<file path="config.mk">
export PLATFORM = sky130hd
export DESIGN_NAME = shift_add_mult
export DESIGN_NICKNAME = d
export VERILOG_FILES = /design/src/rtl/mult_pkg.sv /design/src/rtl/shift_add_mult_dp.sv /design/src/rtl/shift_add_mult.sv
export SDC_FILE = /design/constraint.sdc
export NUM_CORES = 1
export LEC_CHECK = 0
export CAP_MARGIN = 10
export CORE_MARGIN = 3
export CORE_UTILIZATION = 47
export CTS_CLUSTER_DIAMETER = 60
export DETAILED_ROUTE_END_ITERATION = 8
export PLACE_DENSITY = 0.71
export REMOVE_ABC_BUFFERS = 1
export SETUP_SLACK_MARGIN = 0.3
export SLEW_MARGIN = 40
export SYNTH_ARGS = -nofsm -noshare
export SYNTH_HDL_FRONTEND = slang
export SYNTH_HIERARCHICAL = 1
export SYNTH_SLANG_ARGS = --single-unit
</file>
<file path="constraint.sdc">
create_clock -name clk -period 4.65 [get_ports clk]
set_input_delay 0.93 -clock clk [delete_from_list [all_inputs] [get_ports clk]]
set_output_delay 0.93 -clock clk [all_outputs]
set_load 0.01 [all_outputs]
</file>
<file path="src/rtl/mult_pkg.sv">
// Shared types for the shift-add multiplier: state encoding and width.
// State codes are exported on state_o for debug, so they are fixed.
package mult_pkg;

  localparam int STATE_W = 3;

  typedef enum logic [STATE_W-1:0] {
    S_IDLE  = 3'b000,
    S_LOAD  = 3'b001,
    S_TEST  = 3'b010,
    S_ADD   = 3'b011,
    S_SHIFT = 3'b100,
    S_ALIGN = 3'b101,
    S_DONE  = 3'b110
  } state_t;

endpackage

</file>
<file path="src/rtl/shift_add_mult_dp.sv">
// Datapath of the shift-add multiplier: operand capture, accumulator R,
// iteration count and product register. Driven by one-hot op strobes.
// Ports: clk, rst (async active-low); capture/load/add/shift/align/
// publish strobes; a, b operands; r0, m_zero, cnt_zero flags; product.
module shift_add_mult_dp
  import mult_pkg::*;
#(
  parameter int WA = 8,
  parameter int WB = 8
) (
  input  logic             clk,
  input  logic             rst,
  input  logic             capture,
  input  logic             load,
  input  logic             add,
  input  logic             shift,
  input  logic             align,
  input  logic             publish,
  input  logic [WA-1:0]    a,
  input  logic [WB-1:0]    b,
  output logic             r0,
  output logic             m_zero,
  output logic             cnt_zero,
  output logic [WA+WB-1:0] product
);

  localparam int RW = WA + WB + 1;
  localparam int CW = $clog2(WB + 1);

  logic [WA-1:0] a_q, a_q_n;
  logic [WB-1:0] m, m_n;
  logic [RW-1:0] r, r_n;
  logic [CW-1:0] cnt, cnt_n;

  always_comb begin
    a_q_n = a_q;
    m_n   = m;
    r_n   = r;
    cnt_n = cnt;
    if (capture) begin
      a_q_n = a;
      m_n   = b;
    end
    if (load) begin
      // m holds b as captured, immune to later bus changes
      r_n   = {{(WA+1){1'b0}}, m};
      cnt_n = CW'(WB);
    end
    if (add) begin
      // upper field is WA+1 wide so the carry stays in R
      r_n[RW-1:WB] = r[RW-1:WB] + {1'b0, a_q};
    end
    if (shift) begin
      r_n   = r >> 1;
      m_n   = m >> 1;
      cnt_n = cnt - CW'(1);
    end
    if (align) begin
      // skip the remaining all-zero multiplier bits in one step
      r_n   = r >> cnt;
      cnt_n = '0;
    end
  end

  always_ff @(posedge clk or negedge rst) begin
    if (!rst) begin
      a_q     <= '0;
      m       <= '0;
      r       <= '0;
      cnt     <= '0;
      product <= '0;
    end else begin
      a_q <= a_q_n;
      m   <= m_n;
      r   <= r_n;
      cnt <= cnt_n;
      // capture the post-update R so product is valid in DONE
      if (publish) product <= r_n[WA+WB-1:0];
    end
  end

  assign r0     = r[0];
  assign m_zero = (m == '0);
  // reflects the count after this cycle's update (SHIFT decides on it)
  assign cnt_zero = (cnt_n == '0);

endmodule

</file>
<file path="src/rtl/shift_add_mult.sv">
// Sequential shift-add unsigned multiplier, start/busy/done handshake.
// Ports: clk, rst (async active-low), start, a[WA], b[WB] in; busy, done,
// product[WA+WB], state_o[3] out. Macro MULT_EARLY_EXIT_EN: early exit.
module shift_add_mult
  import mult_pkg::*;
#(
  parameter int WA = 8,
  parameter int WB = 8
) (
  input  logic               clk,
  input  logic               rst,
  input  logic               start,
  input  logic [WA-1:0]      a,
  input  logic [WB-1:0]      b,
  output logic               busy,
  output logic               done,
  output logic [WA+WB-1:0]   product,
  output logic [STATE_W-1:0] state_o
);

  state_t state, state_n;

  logic capture;
  logic load;
  logic add;
  logic shift;
  logic align;
  logic publish;
  logic r0;
  logic m_zero;
  logic cnt_zero;

  shift_add_mult_dp #(
    .WA(WA),
    .WB(WB)
  ) u_dp (
    .clk      (clk),
    .rst      (rst),
    .capture  (capture),
    .load     (load),
    .add      (add),
    .shift    (shift),
    .align    (align),
    .publish  (publish),
    .a        (a),
    .b        (b),
    .r0       (r0),
    .m_zero   (m_zero),
    .cnt_zero (cnt_zero),
    .product  (product)
  );

`ifndef MULT_EARLY_EXIT_EN
  logic unused_m_zero;
  assign unused_m_zero = m_zero;
`endif

  always_ff @(posedge clk or negedge rst) begin
    if (!rst) state <= S_IDLE;
    else      state <= state_n;
  end

  always_comb begin
    state_n = S_IDLE;
    capture = 1'b0;
    load    = 1'b0;
    add     = 1'b0;
    shift   = 1'b0;
    align   = 1'b0;
    publish = 1'b0;
    unique case (state)
      S_IDLE: begin
        if (start) begin
          capture = 1'b1;
          state_n = S_LOAD;
        end else begin
          state_n = S_IDLE;
        end
      end
      S_LOAD: begin
        load    = 1'b1;
        state_n = S_TEST;
      end
      S_TEST: begin
`ifdef MULT_EARLY_EXIT_EN
        if (m_zero)  state_n = S_ALIGN;
        else if (r0) state_n = S_ADD;
        else         state_n = S_SHIFT;
`else
        if (r0) state_n = S_ADD;
        else    state_n = S_SHIFT;
`endif
      end
      S_ADD: begin
        add     = 1'b1;
        state_n = S_SHIFT;
      end
      S_SHIFT: begin
        shift = 1'b1;
        if (cnt_zero) begin
          publish = 1'b1;
          state_n = S_DONE;
        end else begin
          state_n = S_TEST;
        end
      end
      S_ALIGN: begin
        align   = 1'b1;
        publish = 1'b1;
        state_n = S_DONE;
      end
      S_DONE: begin
        state_n = S_IDLE;
      end
      default: begin
        state_n = S_IDLE;
      end
    endcase
  end

  assign busy    = (state != S_IDLE);
  assign done    = (state == S_DONE);
  assign state_o = state;

endmodule
</file>
== Word level (Yosys, flattened, before mapping) ==
Cells that the tools add are included.
Storage, ports and cells
  output and inout bits: 21
  input port bits: 19
  word-level logic and storage cells: 42
  flip-flop bits (word level): 56
Operators by class
  equality and inequality tests: 6
  reductions and logical operators: 5
  multiplexer cells: 21
  shifts and indexed selects: 1
  add/subtract/negate cells: 2
Operator list (count)
  $mux W17: 3
  $pmux W3 S6: 1
  $shr A17 B4 Y17: 1
  $mux W8: 2
  $mux W4: 3
  $add A9 B8 Y9: 1
  $eq A3 B3 Y1 const B: 3
  $mux W9: 1
  $mux W1: 8
  $eq A3 B2 Y1 const B: 2
  $mux W3: 2
  $logic_not A4 Y1: 1
  $reduce_bool A4 Y1: 1
  $sub A4 B1 Y4 const B: 1
  $eq A3 B1 Y1 const B: 1
  $logic_not A3 Y1: 1
  $reduce_bool A3 Y1: 1
  $pmux W1 S2: 1
  $reduce_bool A2 Y1: 1

== Logic depth before layout (Yosys ltp) ==
Gate-level depths: netlist (run 1).
  depth after elaboration: 8
  gate-level depth with buffers: 14
  mapped depth without buffers: 11

== Cells and area by module ==
The synthesis (run 1) kept the hierarchy.
Modules (own cells, without submodules)
  shift_add_mult_dp: area an instance 3542.1 um2, sequential area each 1326.3 um2, instances 1, cells an instance 360
  shift_add_mult: area an instance 217.7 um2, sequential area each 75.1 um2, instances 1, cells an instance 24

== Worst setup path after synthesis (run 1) ==
Ideal clock, no wire load.
  kind: register to register
  start: register state[1], in the netlist state_o[1]
  end: register u_dp.product[10]
  library setup time: 0.125 ns
  required time: 4.525 ns
  slack: 1.258 ns
  arrival: 3.267 ns
  buffers on the path: 5
  stages on the path, launching flop included: 12
  period minus slack after synthesis: 3.392 ns
  path through: dfrtp_1 > buf_4 > nor3b_1 > clkbuf_1 > buf_1 > nor2_1 > nor4_1 > nor2_1 > nor3b_2 > clkbuf_1 > clkbuf_1 > mux2_2
Between the ends
  elaborated cells between the ends (all ways): 18
  those cells by class: eq/ne: 4; mux: 13; reduce/logical: 1
RTL lines
  from (decl): line shift_add_mult.sv:21  | state_t state, state_n;
  from (signal assigned): line shift_add_mult.sv:60  | else state <= state_n;
  $eq A3 B3 Y1: line shift_add_mult.sv:71  | unique case (state)
  $mux W1: line shift_add_mult.sv:71
  via align: line shift_add_mult.sv:27  | logic align;
  $mux W4: line shift_add_mult_dp.sv:58  | if (align) begin
  via u_dp.cnt_n[2]: line shift_add_mult_dp.sv:33  | logic [CW-1:0] cnt, cnt_n;
  $logic_not A4 Y1: line shift_add_mult_dp.sv:85  | assign cnt_zero = (cnt_n == '0);
  via cnt_zero: line shift_add_mult.sv:31  | logic cnt_zero;
  $mux W1: line shift_add_mult.sv:100  | if (cnt_zero) begin
  $pmux W1 S2: line shift_add_mult.sv:71
  via publish: line shift_add_mult.sv:28  | logic publish;
  to (signal assigned): line shift_add_mult_dp.sv:78  | if (publish) product <= r_n[WA+WB-1:0];
  to (decl): line shift_add_mult_dp.sv:24  | output logic [WA+WB-1:0] product
The timed path passes the listed nets, and every way through them passes these cells. The select of a mux whose other input is x is not followed.
A chain may end at the register's enable or synchronous reset.

== Worst setup path in the final report (run 1) ==
  start: register state[1], in the netlist state_o[1]
  end: register u_dp.product[9]
Between the ends
  elaborated cells between the ends (all ways): 18
  those cells by class: eq/ne: 4; mux: 13; reduce/logical: 1
RTL lines
  $eq A3 B3 Y1: line shift_add_mult.sv:71
  $mux W1: line shift_add_mult.sv:71
  via shift: line shift_add_mult.sv:26  | logic shift;
  $mux W4: line shift_add_mult_dp.sv:53  | if (shift) begin
  $mux W4: line shift_add_mult_dp.sv:58
  via u_dp.cnt_n[2]: line shift_add_mult_dp.sv:33
  $logic_not A4 Y1: line shift_add_mult_dp.sv:85
  via cnt_zero: line shift_add_mult.sv:31
  $mux W1: line shift_add_mult.sv:100
  $pmux W1 S2: line shift_add_mult.sv:71
  via publish: line shift_add_mult.sv:28
The timed path passes the listed nets, and every way through them passes these cells. The select of a mux whose other input is x is not followed.

==> impl_results.html, run 1 <==
<table>
<tr><th>Metric</th><th>Value</th></tr>
<tr><th colspan="2">Global routing</th></tr>
<tr><td>Met3 usage in global routing</td><td>between 3 and 4%</td></tr>
<tr><td>Wire length of the first global-routing pass</td><td>around 14000 um</td></tr>
<tr><td>Initial antenna violation count</td><td>0</td></tr>
<tr><td>Global routing met2 resource utilization</td><td>30.8%</td></tr>
<tr><td>Total Routing Usage GR</td><td>between 20% and 30%</td></tr>
<tr><td>Most Crowded Layer GR</td><td>met2</td></tr>
<tr><td>Aggregate global routing overflow</td><td>0</td></tr>
<tr><td>Via count of the first global-routing pass</td><td>2871</td></tr>
<tr><td>Met1 Track Usage GR</td><td>just over 30%</td></tr>
<tr><td>Pin count of the biggest net entering global routing</td><td>57</td></tr>
<tr><th colspan="2">Route</th></tr>
<tr><td>Detailed Routing Iterations Pass 1</td><td>6</td></tr>
<tr><td>Total routed wirelength</td><td>around 8700 um</td></tr>
<tr><td>Vias</td><td>approximately 3000</td></tr>
<tr><td>Initial DRC Count</td><td>275</td></tr>
<tr><td>DRC violation count after routing</td><td>0</td></tr>
<tr><td>Antenna-violating nets left</td><td>0</td></tr>
<tr><td>Average vias per placed instance</td><td>roughly 6</td></tr>
<tr><td>Wire length per cell after detailed routing</td><td>about 17 um</td></tr>
<tr><th colspan="2">Floorplanning</th></tr>
<tr><td>Initial Util</td><td>about half</td></tr>
<tr><td>Core area</td><td>0.00749 sq mm</td></tr>
<tr><td>Number of standard-cell rows in the floorplan</td><td>31</td></tr>
<tr><td>Overall die height</td><td>between 90 and 100 um</td></tr>
<tr><td>Horiz. Die Dim</td><td>approximately 95 um</td></tr>
<tr><td>Number of I/O pins</td><td>40</td></tr>
<tr><td>Area of the die</td><td>roughly 0.0091 sq mm</td></tr>
<tr><th colspan="2">Timing</th></tr>
<tr><td>Fin crit period</td><td>around 3.2 ns</td></tr>
<tr><td>Endpoints failing hold</td><td>0</td></tr>
<tr><td>Final setup viols</td><td>0</td></tr>
<tr><td>Max-slew headroom at the worst pin</td><td>between 50% and 60%</td></tr>
<tr><td>Worst-margin pin slew</td><td>a little under 0.7 ns</td></tr>
<tr><td>Crit share post-route</td><td>68.3%</td></tr>
<tr><td>Maximum achievable frequency</td><td>~320 MHz</td></tr>
<tr><td>Final TNS setup</td><td>0 ns</td></tr>
<tr><td>RSZ-0062 raised after global routing</td><td>false</td></tr>
<tr><td>Number of max-slew violations in the final report</td><td>0</td></tr>
<tr><td>Clk_skew</td><td>about 0.0094 ns</td></tr>
<tr><th colspan="2">Clocking</th></tr>
<tr><td>Clock tree from TritonCTS</td><td>built</td></tr>
<tr><td>Clock transition at the registers of the reported paths</td><td>approximately 0.1 ns</td></tr>
<tr><td>Total of hold buffers inserted after clock tree synthesis</td><td>0</td></tr>
<tr><td>Number of cells upsized or downsized after cts</td><td>0</td></tr>
<tr><td>Clock net sink count</td><td>56</td></tr>
<tr><td>Maximum level of the CTS H-tree</td><td>2</td></tr>
<tr><td>CTS max path bufs</td><td>2</td></tr>
<tr><td>Cell at the root of the clock tree</td><td>sky130_fd_sc_hd__clkbuf_8</td></tr>
<tr><td>Num CTS Buffers</td><td>5</td></tr>
<tr><td>Insertion delay to the later sink of the worst-skew pair</td><td>0.31 ns</td></tr>
<tr><td>Number of post-CTS setup repair buffers</td><td>0</td></tr>
<tr><th colspan="2">Placement</th></tr>
<tr><td>Dpl hpwl</td><td>just over 6000 um</td></tr>
<tr><td>Count of buffers from port buffering</td><td>39</td></tr>
<tr><td>Cell total after placement</td><td>around 500</td></tr>
<tr><td>Global placement routability congestion</td><td>around 0.9</td></tr>
<tr><th colspan="2">Logic synthesis</th></tr>
<tr><td>Synthesized instance count</td><td>between 300 and 400</td></tr>
<tr><td>Count of yosys warnings during synthesis</td><td>6</td></tr>
<tr><td>Cell area after technology mapping</td><td>0.00374 sq mm</td></tr>
<tr><td>Average instance area after synthesis</td><td>around 9.8 sq um</td></tr>
<tr><th colspan="2">Setup path</th></tr>
<tr><td>Worst path most repeated cell</td><td>sky130_fd_sc_hd__nor2_1</td></tr>
<tr><td>Data required time of the critical path</td><td>~4.9 ns</td></tr>
<tr><td>Cell chain of the critical path</td><td>nor3b_2, buf_4, nor2_1, a22oi_1, nor2_1, nor4_1, nor2_1, nor3b_4, buf_4, mux2_2</td></tr>
<tr><td>Kind of end point of the critical path</td><td>flip-flop</td></tr>
<tr><td>Crit Path Class</td><td>flip-flop to flip-flop</td></tr>
<tr><td>Stages on worst setup path</td><td>10</td></tr>
<tr><td>Cell family contributing the most delay on the critical path</td><td>simple AND/OR/NAND/NOR gates</td></tr>
<tr><td>Crit-path max FO</td><td>between 40 and 50</td></tr>
<tr><td>Critical path launch point type</td><td>flip-flop</td></tr>
<tr><td>Worst EP arrival</td><td>between 3 and 4 ns</td></tr>
<tr><td>Worst Path Buf+Inv</td><td>2</td></tr>
<tr><td>Stage delay of the slowest cell on the critical path</td><td>approximately 0.56 ns</td></tr>
<tr><td>Crit-path slowest cell</td><td>sky130_fd_sc_hd__dfrtp_1</td></tr>
<tr><td>Number of cell instances on the worst register-to-register path</td><td>10</td></tr>
<tr><th colspan="2">Status</th></tr>
<tr><td>Run status</td><td>completed</td></tr>
<tr><th colspan="2">Layout</th></tr>
<tr><td>Commonest cells after routing, fill and taps aside</td><td>sky130_fd_sc_hd__dfrtp_1 (55), sky130_fd_sc_hd__clkdlybuf4s50_1 (38), sky130_fd_sc_hd__nand2_1 (36), sky130_fd_sc_hd__mux2i_1 (32), sky130_fd_sc_hd__nor2_1 (30)</td></tr>
<tr><td>Antenna cell count</td><td>0</td></tr>
<tr><td>Final non-filler cell total</td><td>504</td></tr>
<tr><td>Final design utilization</td><td>57.2%</td></tr>
<tr><td>Leading cell type in the layout, fill and taps excluded</td><td>sky130_fd_sc_hd__dfrtp_1</td></tr>
<tr><td>Filler instances</td><td>647</td></tr>
<tr><td>Area delta synth-&gt;final</td><td>14.5%</td></tr>
<tr><td>Ratio of cells with drive above 1 in the final layout</td><td>15.3%</td></tr>
<tr><td>Final net count</td><td>around 430</td></tr>
<tr><th colspan="2">Pwr</th></tr>
<tr><td>Power per cell area</td><td>approximately 740 mW/mm^2</td></tr>
<tr><td>Leakage power</td><td>0.00174 uW</td></tr>
<tr><td>Worst vdd rail ir drop</td><td>0.000290 V</td></tr>
<tr><th colspan="2">Min path</th></tr>
<tr><td>Type of the tightest min-delay check</td><td>flip-flop to flip-flop</td></tr>
<tr><td>Worst hold path cell count</td><td>1</td></tr>
<tr><th colspan="2">Run</th></tr>
<tr><td>Max-cap violations</td><td>0</td></tr>
</table>
registers in the layout, summed over array words and instances (netlist names):
signal,count
state_o,3
u_dp/a_q,8
u_dp/cnt,4
u_dp/m,8
u_dp/product,16
u_dp/r,17
cell type report:
type | instances | area [sq um] | share of cell area, %
Clock inverter | 3 | 42.5 | 0.993
Clock buffer | 5 | 68.8 | 1.61
Sequential cell | 56 | 1400 | 32.7
Multi-Input combinational cell | 282 | 2160 | 50.3
Timing Repair Buffer | 47 | 445 | 10.4
Tap cell | 99 | 124 | 2.89
Inverter | 12 | 45.0 | 1.05
where the power goes:
part           switching, uW  leakage [uW]  internal (uW)  total (uW)
clock network            161     0.0000541            160         320
registers                278      0.000687            722        1000
logic                    919       0.00100            928        1850
path summary, 6_finish.rpt:
kind / startpoint / endpoint / slack [ns]
max: state_o[1] / u_dp/product[9] / 1.48
min: u_dp/product[6] / u_dp/product[6] / 0.52
max reg2reg: state_o[1] / u_dp/product[9] / 1.48
min reg2reg: u_dp/product[6] / u_dp/product[6] / 0.52
max in group asynchronous: rst / u_dp/cnt[2] / 3.42
min in group asynchronous: rst / u_dp/a_q[6] / 0.74
worst register-to-register path, stage by stage (launching register included):
cell                      delay, ns
sky130_fd_sc_hd__dfrtp_1       0.56
sky130_fd_sc_hd__nor3b_2       0.25
sky130_fd_sc_hd__buf_4         0.38
sky130_fd_sc_hd__nor2_1        0.14
sky130_fd_sc_hd__a22oi_1       0.20
sky130_fd_sc_hd__nor2_1        0.08
sky130_fd_sc_hd__nor4_1        0.44
sky130_fd_sc_hd__nor2_1        0.12
sky130_fd_sc_hd__nor3b_4       0.18
sky130_fd_sc_hd__buf_4         0.32
sky130_fd_sc_hd__mux2_2        0.39
per-layer routing:
metal / wire length, um / part of all wire (%)
met1: 4180 / 48
met4: 95 / 1.1
met2: 3950 / 45
met5: 0 / 0
met3: 504 / 5.8
per-stage QoR:
stage	cell area, sq um	setup slack [ns]	hold slack [ns]	total power [uW]
finish	4290	1.48	0.518	3170
CTS	4280	1.49	0.525	3170
global placement	4170	1.62	0.495	2790
global route	4290	1.21	0.544	3420
floorplan	3580	-0.607	0.470	2240
detailed placement	4170	1.50	0.499	2840
No activity file was read; power rests on OpenSTA's default activity.
==> inputs of run 2 (changes only) <==
- PLACE_DENSITY: 0.71 -> 0.74
- clock period: 4.65 -> 2.9 ns (I/O delays scaled with it)
==> run 2 against run 1 <==
  * Final cell count increased by 4.4%
  * Worst hold slack worse by 0.21 ns
  * Critical path depth unchanged
  * Clock skew increased by 0.0040 ns
  * Register-to-register slack worse by 1.2 ns
  * Sequential power grew 58%
  * Total power up 72%
  * Wire length grew 16%
  * Non-clock buffer count grew 22
  * Setup slack got worse by 1.2 ns
  * Via count grew 6.7%
  * Clock power is 40% higher
  * Critical endpoint is now u_dp/product[0]
==> impl_results.html, run 2 (synthesized netlist as in run 1, its figures left out) <==
<table>
<tr><th>Metric</th><th>Value</th></tr>
<tr><th colspan="2">Setup path</th></tr>
<tr><td>Crit-path slowest cell</td><td>sky130_fd_sc_hd__dfrtp_2 (was sky130_fd_sc_hd__dfrtp_1)</td></tr>
<tr><td>Worst EP arrival</td><td>2.83 ns (was 3.37 ns)</td></tr>
<tr><td>Crit Path Class</td><td>flip-flop to flip-flop (unchanged)</td></tr>
<tr><td>Cell chain of the critical path</td><td>inv_4, nor3_4, nor2_4, mux2i_1, nor2_1, nor4_2, nor2_2, nor3b_4, clkbuf_16, mux2_4 (was nor3b_2, buf_4, nor2_1, a22oi_1, nor2_1, nor4_1, nor2_1, nor3b_4, buf_4, mux2_2)</td></tr>
<tr><td>Critical path launch point type</td><td>flip-flop (unchanged)</td></tr>
<tr><td>Data required time of the critical path</td><td>3.10 ns (was 4.85 ns)</td></tr>
<tr><td>Worst Path Buf+Inv</td><td>2 (unchanged)</td></tr>
<tr><td>Kind of end point of the critical path</td><td>flip-flop (unchanged)</td></tr>
<tr><td>Crit-path max FO</td><td>6 (was 43)</td></tr>
<tr><td>Stage delay of the slowest cell on the critical path</td><td>0.46 ns (was 0.56 ns)</td></tr>
<tr><td>Cell family contributing the most delay on the critical path</td><td>simple AND/OR/NAND/NOR gates (unchanged)</td></tr>
<tr><th colspan="2">Pwr</th></tr>
<tr><td>Part of the power in registers</td><td>29.0% (was 31.6%)</td></tr>
<tr><td>Fraction of power spent switching nets</td><td>43.5% (was 42.9%)</td></tr>
<tr><td>Clock share of power</td><td>8.2% (was 10.1%)</td></tr>
<tr><td>Worst vdd rail ir drop</td><td>0.000498 V (was 0.000290 V)</td></tr>
<tr><td>Overall power after layout</td><td>5450 uW (was 3170 uW)</td></tr>
<tr><td>Switching component of the power</td><td>2370 uW (was 1360 uW)</td></tr>
<tr><td>Combinational fraction of design power</td><td>62.8% (was 58.3%)</td></tr>
<tr><td>Leakage power</td><td>0.00189 uW (was 0.00174 uW)</td></tr>
<tr><td>Power per cell area</td><td>1190 mW/mm^2 (was 739 mW/mm^2)</td></tr>
<tr><td>Internal portion of total power</td><td>3080 uW (was 1810 uW)</td></tr>
<tr><th colspan="2">Clocking</th></tr>
<tr><td>Cell at the root of the clock tree</td><td>sky130_fd_sc_hd__clkbuf_8 (unchanged)</td></tr>
<tr><td>Clock tree from TritonCTS</td><td>built (unchanged)</td></tr>
<tr><td>Maximum level of the CTS H-tree</td><td>2 (unchanged)</td></tr>
<tr><td>CTS max path bufs</td><td>2 (unchanged)</td></tr>
<tr><td>Clock net sink count</td><td>56 (unchanged)</td></tr>
<tr><td>Insertion delay to the later sink of the worst-skew pair</td><td>0.32 ns (was 0.31 ns)</td></tr>
<tr><td>Clock transition at the registers of the reported paths</td><td>0.11 ns (was 0.10 ns)</td></tr>
<tr><td>Num CTS Buffers</td><td>5 (unchanged)</td></tr>
<tr><td>Total of hold buffers inserted after clock tree synthesis</td><td>0 (unchanged)</td></tr>
<tr><th colspan="2">Route</th></tr>
<tr><td>DRC violation count after routing</td><td>0 (unchanged)</td></tr>
<tr><td>Total routed wirelength</td><td>10100 um (was 8740 um)</td></tr>
<tr><td>Wire length per cell after detailed routing</td><td>19.2 um (was 17.3 um)</td></tr>
<tr><td>Average vias per placed instance</td><td>6.12 (was 5.99)</td></tr>
<tr><td>Detailed Routing Iterations Pass 1</td><td>5 (was 6)</td></tr>
<tr><td>Antenna-violating nets left</td><td>0 (unchanged)</td></tr>
<tr><td>Vias</td><td>3221 (was 3019)</td></tr>
<tr><td>Initial DRC Count</td><td>276 (was 275)</td></tr>
<tr><th colspan="2">Placement</th></tr>
<tr><td>Global placement routability congestion</td><td>0.967 (was 0.880)</td></tr>
<tr><td>Dpl ws</td><td>0.0389 ns (was 1.50 ns)</td></tr>
<tr><td>Dpl hpwl</td><td>6820 um (was 6190 um)</td></tr>
<tr><td>Count of buffers from port buffering</td><td>39 (unchanged)</td></tr>
<tr><th colspan="2">Timing</th></tr>
<tr><td>Fin crit period</td><td>2.63 ns (was 3.17 ns)</td></tr>
<tr><td>Final setup viols</td><td>0 (unchanged)</td></tr>
<tr><td>Crit path setup slack, layout</td><td>0.268 ns (was 1.48 ns)</td></tr>
<tr><td>Number of max-slew violations in the final report</td><td>0 (unchanged)</td></tr>
<tr><td>Crit share post-route</td><td>90.7% (was 68.3%)</td></tr>
<tr><td>RSZ-0062 raised after global routing</td><td>true (was false)</td></tr>
<tr><td>Clk_skew</td><td>0.0134 ns (was 0.00945 ns)</td></tr>
<tr><td>Worst-margin pin slew</td><td>0.736 ns (was 0.694 ns)</td></tr>
<tr><td>Endpoints failing hold</td><td>0 (unchanged)</td></tr>
<tr><td>Max-slew headroom at the worst pin</td><td>50.9% (was 53.7%)</td></tr>
<tr><td>Maximum achievable frequency</td><td>380 MHz (was 315 MHz)</td></tr>
<tr><th colspan="2">Layout</th></tr>
<tr><td>Final design utilization</td><td>61.0% (was 57.2%)</td></tr>
<tr><td>Area delta synth-&gt;final</td><td>22.1% (was 14.5%)</td></tr>
<tr><td>Leading cell type in the layout, fill and taps excluded</td><td>sky130_fd_sc_hd__dfrtp_1 (unchanged)</td></tr>
<tr><td>Register with the most flip-flops</td><td>u_dp/r (unchanged)</td></tr>
<tr><td>Commonest cells after routing, fill and taps aside</td><td>sky130_fd_sc_hd__dfrtp_1 (55), sky130_fd_sc_hd__clkdlybuf4s50_1 (38), sky130_fd_sc_hd__nand2_1 (36), sky130_fd_sc_hd__mux2i_1 (32), sky130_fd_sc_hd__nor2_1 (27) (was sky130_fd_sc_hd__dfrtp_1 (55), sky130_fd_sc_hd__clkdlybuf4s50_1 (38), sky130_fd_sc_hd__nand2_1 (36), sky130_fd_sc_hd__mux2i_1 (32), sky130_fd_sc_hd__nor2_1 (30))</td></tr>
<tr><td>Final net count</td><td>455 (was 433)</td></tr>
<tr><td>Regs by FF count</td><td>u_dp/r (17), u_dp/product (16) (unchanged)</td></tr>
<tr><td>Flip-flop count of the largest register after layout</td><td>17 (unchanged)</td></tr>
<tr><td>Antenna cell count</td><td>0 (unchanged)</td></tr>
<tr><td>Ratio of cells with drive above 1 in the final layout</td><td>22.5% (was 15.3%)</td></tr>
<tr><th colspan="2">Floorplanning</th></tr>
<tr><td>Overall die height</td><td>95.2 um (unchanged)</td></tr>
<tr><td>Initial Util</td><td>50.0% (unchanged)</td></tr>
<tr><td>Number of I/O pins</td><td>40 (unchanged)</td></tr>
<tr><td>Core area</td><td>0.00749 sq mm (unchanged)</td></tr>
<tr><td>Number of standard-cell rows in the floorplan</td><td>31 (unchanged)</td></tr>
<tr><td>Area of the die</td><td>0.00907 sq mm (unchanged)</td></tr>
<tr><td>Horiz. Die Dim</td><td>95.2 um (unchanged)</td></tr>
<tr><th colspan="2">Global routing</th></tr>
<tr><td>Aggregate global routing overflow</td><td>0 (unchanged)</td></tr>
<tr><td>Via count of the first global-routing pass</td><td>3214 (was 2871)</td></tr>
<tr><td>Initial antenna violation count</td><td>0 (unchanged)</td></tr>
<tr><td>Total Routing Usage GR</td><td>22.4% (was 20.3%)</td></tr>
<tr><td>Pin count of the biggest net entering global routing</td><td>33 (was 57)</td></tr>
<tr><td>Wire length of the first global-routing pass</td><td>15800 um (was 14400 um)</td></tr>
<tr><th colspan="2">Min path</th></tr>
<tr><td>Type of the tightest min-delay check</td><td>primary input to async pin (was flip-flop to flip-flop)</td></tr>
<tr><th colspan="2">Status</th></tr>
<tr><td>Run status</td><td>completed (unchanged)</td></tr>
<tr><th colspan="2">Run</th></tr>
<tr><td>Max-cap violations</td><td>0 (unchanged)</td></tr>
</table>
## run 2: changes by cell type in the layout (fill, tap and decap cells not counted), moves of 3 or more
cell,previous run,this run
sky130_fd_sc_hd__buf_4,8,23
sky130_fd_sc_hd__buf_6,0,3
sky130_fd_sc_hd__nor2_1,30,27
sky130_fd_sc_hd__inv_1,11,8
sky130_fd_sc_hd__nor2_2,0,3
## run 2: layer usage
layer	routed length, um	global-route usage (%)	vias up	share of wire [%]
met1	4510	31.9	1561	45
li1	-	-	1481	-
met4	223	7.69	0	2.2
met5	0	0	-	0
met3	736	3.47	23	7.3
met2	4650	34.6	156	46
## run 2: path summary, 6_finish.rpt
| kind | start | to | slack (ns) | depth (start not counted) |
|---|---|---|---|---|
| hold / removal | rst | u_dp/a_q[7] | 0.30 | 1 |
| max in group asynchronous | rst | u_dp/product[6] | 1.82 | 2 |
| setup / recovery | state_o[0] | u_dp/product[0] | 0.27 | 10 |
| min in group clk | u_dp/m[6] | u_dp/m[5] | 0.52 | 2 |
| hold reg to reg | u_dp/m[6] | u_dp/m[5] | 0.52 | 2 |
| setup reg to reg | state_o[0] | u_dp/product[0] | 0.27 | 10 |
## run 2: power by group through the flow
| stage | Sequential, uW | Combinational (uW) | Clock (uW) |
|---|---|---|---|
| 6_report | 1580 | 3420 | 448 |
| 5_1_grt | 1630 | 3720 | 492 |
| 4_1_cts | 1560 | 3130 | 455 |
| 3_5_place_dp | 1560 | 3090 | 0 |
| 3_3_place_gp | 1560 | 3010 | 0 |
| 2_1_floorplan | 1590 | 2010 | 0 |
## run 2: layout make-up
class,instances,area [sq um]
clock buffers,6,82.6
clock inverters,2,10.0
fillers,644,2920
inverters,12,47.5
multi-input cells,282,2220
flip-flops and latches,56,1400
well taps,99,124
repair buffers,69,677
## run 2: through the flow
stage                     TNS (ns)  hold slack, ns  cell area [sq um]  instances
after floorplan             -59.99           0.284               3580        350
after global placement           0           0.494               4260        507
after detailed placement         0           0.498               4260        507
after CTS                        0           0.341               4380        516
after global routing             0           0.365               4570        526
final                            0           0.305               4570        526
## run 2: worst register-to-register path, cell delays in order (launching register included)
cell and delay, ns:
sky130_fd_sc_hd__dfrtp_2 0.46, sky130_fd_sc_hd__inv_4 0.08, sky130_fd_sc_hd__nor3_4 0.24, sky130_fd_sc_hd__nor2_4 0.08
sky130_fd_sc_hd__mux2i_1 0.14, sky130_fd_sc_hd__nor2_1 0.09, sky130_fd_sc_hd__nor4_2 0.41, sky130_fd_sc_hd__nor2_2 0.11
sky130_fd_sc_hd__nor3b_4 0.37, sky130_fd_sc_hd__clkbuf_16 0.23, sky130_fd_sc_hd__mux2_4 0.29
## run 2: timing repair
action	in CTS	in global routing
pin swaps	1	7
setup buffers	1	7
gates resized for setup	3	21
endpoints found under the setup margin	16	12
cloned	0	3
==> RTL edit 1, RTL diff (settings of run 1) <==
Build with the macro `MULT_EARLY_EXIT_EN` defined.
--- a/src/rtl/shift_add_mult.sv
+++ b/src/rtl/shift_add_mult.sv
@@ -3,2 +3,4 @@
 // product[WA+WB], state_o[3] out. Macro MULT_EARLY_EXIT_EN: early exit.
+`define MULT_EARLY_EXIT_EN
+
 module shift_add_mult
Check against the original RTL: not equivalent (a bounded check fails within 4 cycles, from zero or initial values and one cycle with rst low).
==> RTL edit 1 against run 1 <==
Synthesized cell count rose by 1.0%; sequential power is 5% higher; sequential share of layout area up 0.27 points; global-route usage increased by 1.3 points; die area grew 0.32%; total power shrank 3.2%; count of clock-buffer cells in the layout did not move; design area is 0.73% lower; sequential cell count unchanged; worst setup slack got worse by 0.030 ns; routed wire length grew 4.9%; area after synthesis up 0.33%; largest power group unchanged.
==> RTL edit 1: results (changes against run 1) <==
metric;value;unit;change
dpl hpwl;6430;µm;+3.8%
final RePlAce weighted congestion;0.940;;+6.8%
pin count of the biggest net entering global routing;57;;unchanged
outcome;complete, no violations;;
hold path depth;1;;unchanged
most area-consuming cells after synthesis;dfrtp_1 (37%), mux2i_1 (8.5%), mux2_2 (6.6%);;
top cells by count, synth;dfrtp_1 (56), nor2_1 (36), nand2_1 (35), mux2i_1 (32), mux2_2 (22);;
Reg clk slew, reported paths;0.10;ns;about the same
number of buffers added on ports;39;;unchanged
crit-path max FO;24;;-44%
reg2reg setup slack;1.45;ns;-0.03 ns
Compound-Gate Fraction of Synth Area;16.5;%;
post-synthesis xor/xnor area fraction;1.17;%;
first-pass GRT wire length;15300;µm;+6.0%
reg2reg end;u_dp/product[8];;
maximum vdd drop;0.316;mV;+9.1%
DR iter-0 viols;238;;-13%
nets@finish;436;;+0.69%
CP top delay family;flip-flops;;
hold path startpoint;u_dp/product[9];;
Leak;1.72;nW;-1.5%
WHS;0.514;ns;-0.00457 ns
CP max stage delay;0.76;ns;+0.20 ns
cells on worst reg2reg path;10;;unchanged
routed length per instance;18.1;µm;+4.5%
Hold Path Class;register to register;;
Worst Hold End;u_dp/product[9];;
DRT Pass-1 Iters;5;;-1
root buffer cell;clkbuf_8;;
CP Data Arrival Time;3.41;ns;+0.04 ns
CP max stage cell;dfrtp_1;;
detailed-route via count;3095;;+2.5%
share of post-route cells with drive strength above 1;14.5;%;-0.81 points
total gr overflow;0;;unchanged
Post-synth EDFFs;0;;
Num CTS Buffers;5;;unchanged
vias in the first global route;3008;;+4.8%
Max Clock Skew;0.00644;ns;-0.00300 ns
Slew @ Worst Pin;0.713;ns;+0.0194 ns
launch point of the worst reg-to-reg path;u_dp/cnt[0];;
Synth Area in Adders;3.53;%;
GRT Util Overall;21.5;%;+1.3 points
## RTL edit 1: worst register-to-register path, delay by kind of cell (launching register included)
kind | cells | cell delay, ns
simple gates | 4 | 0.61
xor+xnor | 1 | 0.14
fa+ha+maj | 1 | 0.33
buf+inv | 2 | 0.71
flops | 1 | 0.76
mux | 1 | 0.38
compound gates | 1 | 0.16
## RTL edit 1: worst max path at each step
stage	end	start	depth (start not counted)
2_1_floorplan	u_dp/product[10]	state_o[1]	9
3_3_place_gp	u_dp/product[13]	u_dp/cnt[1]	10
3_5_place_dp	u_dp/product[9]	u_dp/cnt[0]	10
4_1_cts	u_dp/product[9]	u_dp/cnt[0]	10
5_1_grt	u_dp/product[13]	u_dp/cnt[0]	10
6_report	u_dp/product[8]	u_dp/cnt[0]	10
## RTL edit 1: per-layer routing
| metal | share of wire, % | up-vias | GRT usage [%] |
|---|---|---|---|
| met5 | 0 | - | 0 |
| met4 | 1.8 | 0 | 6.01 |
| met3 | 5.4 | 19 | 3.47 |
| met2 | 48 | 112 | 35.4 |
| met1 | 45 | 1507 | 29.4 |
| li1 | - | 1457 | - |
## RTL edit 1: layout make-up
cell class | instances | area, µm²
fill | 666 | 3230
timing repair buffer | 45 | 430
tap | 99 | 124
sequential | 56 | 1400
clock inverter | 2 | 12.5
multi-input combinational | 287 | 2170
clock buffer | 5 | 68.8
inverter | 12 | 45.0
## RTL edit 1: power breakdown
part | internal (mW) | total, mW | switching, mW
logic | 0.895 | 1.75 | 0.851
clock network | 0.103 | 0.265 | 0.162
registers | 0.720 | 1.05 | 0.333
total | 1.72 | 3.06 | 1.35
## RTL edit 1: cells by family after synthesis
group                    Yosys count
AO/OA/AOI/OAI                     91
XOR/XNOR                           5
adder cells (fa/ha/maj)           10
buffers and inverters             42
flip-flops                        56
multiplexers                      67
AND/OR/NAND/NOR                  114
## RTL edit 1: metrics by stage
stage	instance area [µm²]	util, %	instances
floorplan	3600	-	355
global placement	4170	55.6	499
detailed placement	4170	55.7	499
CTS	4250	56.8	506
global route	4250	56.8	506
finish	4250	56.8	506
==> RTL edit 2, RTL diff (config.mk and constraints of run 1) <==
Without the edit above. Take the reset off `a_q` and load it in a clocked block of its own.
--- a/src/rtl/shift_add_mult_dp.sv
+++ b/src/rtl/shift_add_mult_dp.sv
@@ -66,3 +66,2 @@
     if (!rst) begin
-      a_q     <= '0;
       m       <= '0;
@@ -72,3 +71,2 @@
     end else begin
-      a_q <= a_q_n;
       m   <= m_n;
@@ -79,2 +77,6 @@
     end
+  end
+
+  always_ff @(posedge clk) begin
+    a_q <= a_q_n;
   end
Function: no difference found for any inputs over 10 cycles, from zero or initial values and one cycle with rst low; that may be too few to reach the edited logic, so the function may still have changed.
==> RTL edit 2 against run 1 <==
Global-route usage is 0.34 points higher; first-iteration DRC count stayed put; area after synthesis is 1.4% lower; largest power group unchanged; total power is 2.7% lower; sequential cell count stayed put; highest routed layer unchanged; routed wire length is 2.6% higher; cell count is 2.2% lower; utilization is 0.46 points lower; design area is 1.3% lower; worst setup slack worse by 0.21 ns.
==> RTL edit 2: results (changes against run 1) <==
metric;value;unit;change
Inst Count DP;485;;-2.2%
# DRC;0;;unchanged
switch share;43.4;%;+0.50 points
CP max stage delay;0.75;ns;+0.19 ns
detailed-route via count;3035;;+0.53%
routed length per instance;18.2;µm;+4.9%
share of post-route cells with drive strength above 1;13.5;%;-1.9 points
DR iter-0 viols;275;;unchanged
WL met2;4320;µm;+9.3%
root buffer cell;clkbuf_8;;
dpl hpwl;6210;µm;+0.27%
DR WL met3;496;µm;-1.6%
first-pass GRT wire length;14600;µm;+1.4%
DRT Wirelength;8960;µm;+2.6%
CP Data Arrival Time;3.59;ns;+0.22 ns
pin count of the biggest net entering global routing;49;;-14%
post-CTS sizing;0;;unchanged
met1 wire length;4030;µm;-3.7%
Max Clock Skew;0.00848;ns;-0.000962 ns
nets@finish;422;;-2.5%
Worst Setup SP;u_dp/cnt[0];;
GRT Util Overall;20.6;%;+0.34 points
DRT Pass-1 Iters;5;;-1
Leak;1.69;nW;-3.3%
vias in the first global route;2880;;+0.31%
crit end category;register;;
relative slew slack;57.6;%;+3.9 points
outcome;complete, no violations;;
maximum vdd drop;0.343;mV;+18%
syn avg cell area;9.95;µm²;+1.3%
reg2reg setup slack;1.26;ns;-0.21 ns
## RTL edit 2: cell types whose count changed in the layout (fill, tap and decap cells not counted), sizes merged, moves of 2 or more
cell	delta
buf	-2
dfrtp	-8
edfxtp	+8
mux2	-7
## RTL edit 2: critical path, delay by kind of cell (launching register included)
kind / cells / cell delay (ns)
AOI/OAI and AO/OA: 1 / 0.16
DFF: 1 / 0.75
xor gates and xnor gates: 1 / 0.14
muxes: 1 / 0.38
and+or+nand+nor: 4 / 0.75
adders and majority gates: 1 / 0.34
buffers and inverters: 2 / 0.75
## RTL edit 2: layout make-up
type,instances,area [µm²]
multi-input combinational,273,2070
clock buffer,5,68.8
tap,99,124
fill,677,3220
timing repair buffer,45,433
sequential,56,1440
inverter,12,45.0
clock inverter,3,46.3
## RTL edit 2: worst min-delay path by stage
stage                                 from                to  slack, ns  depth (start not counted)
after floorplan                  u_dp/m[7]         u_dp/m[6]       0.47                          2
after global placement           u_dp/m[7]         u_dp/m[6]       0.50                          2
after detailed placement   u_dp/product[6]   u_dp/product[6]       0.50                          1
after CTS                 u_dp/product[13]  u_dp/product[13]       0.52                          1
after global routing       u_dp/product[1]   u_dp/product[1]       0.54                          1
final                     u_dp/product[13]  u_dp/product[13]       0.52                          1
## RTL edit 2: through the flow
stage	setup TNS, ns	hold slack (ns)	worst slack, ns	instance area, µm²
6_report	0	0.517	1.26	4230
5_1_grt	0	0.543	1.07	4230
4_1_cts	0	0.522	1.28	4230
3_5_place_dp	0	0.501	1.29	4110
3_3_place_gp	0	0.495	1.37	4110
2_1_floorplan	-8.45	0.470	-0.607	3530
## RTL edit 2: per-layer routing
metal | vias up | track usage [%]
li1 | 1406 | -
met1 | 1476 | 29.7
met2 | 138 | 33.2
met3 | 15 | 2.71
met4 | 0 | 4.57
met5 | - | 0
## RTL edit 2: power by group through the flow
stage          registers (mW)  clock network (mW)  logic (mW)
2_1_floorplan           0.978                   0        1.16
3_3_place_gp             1.01                   0        1.66
3_5_place_dp             1.02                   0        1.71
4_1_cts                  1.01               0.339        1.71
5_1_grt                  1.06               0.359        1.89
6_report                 1.02               0.331        1.73
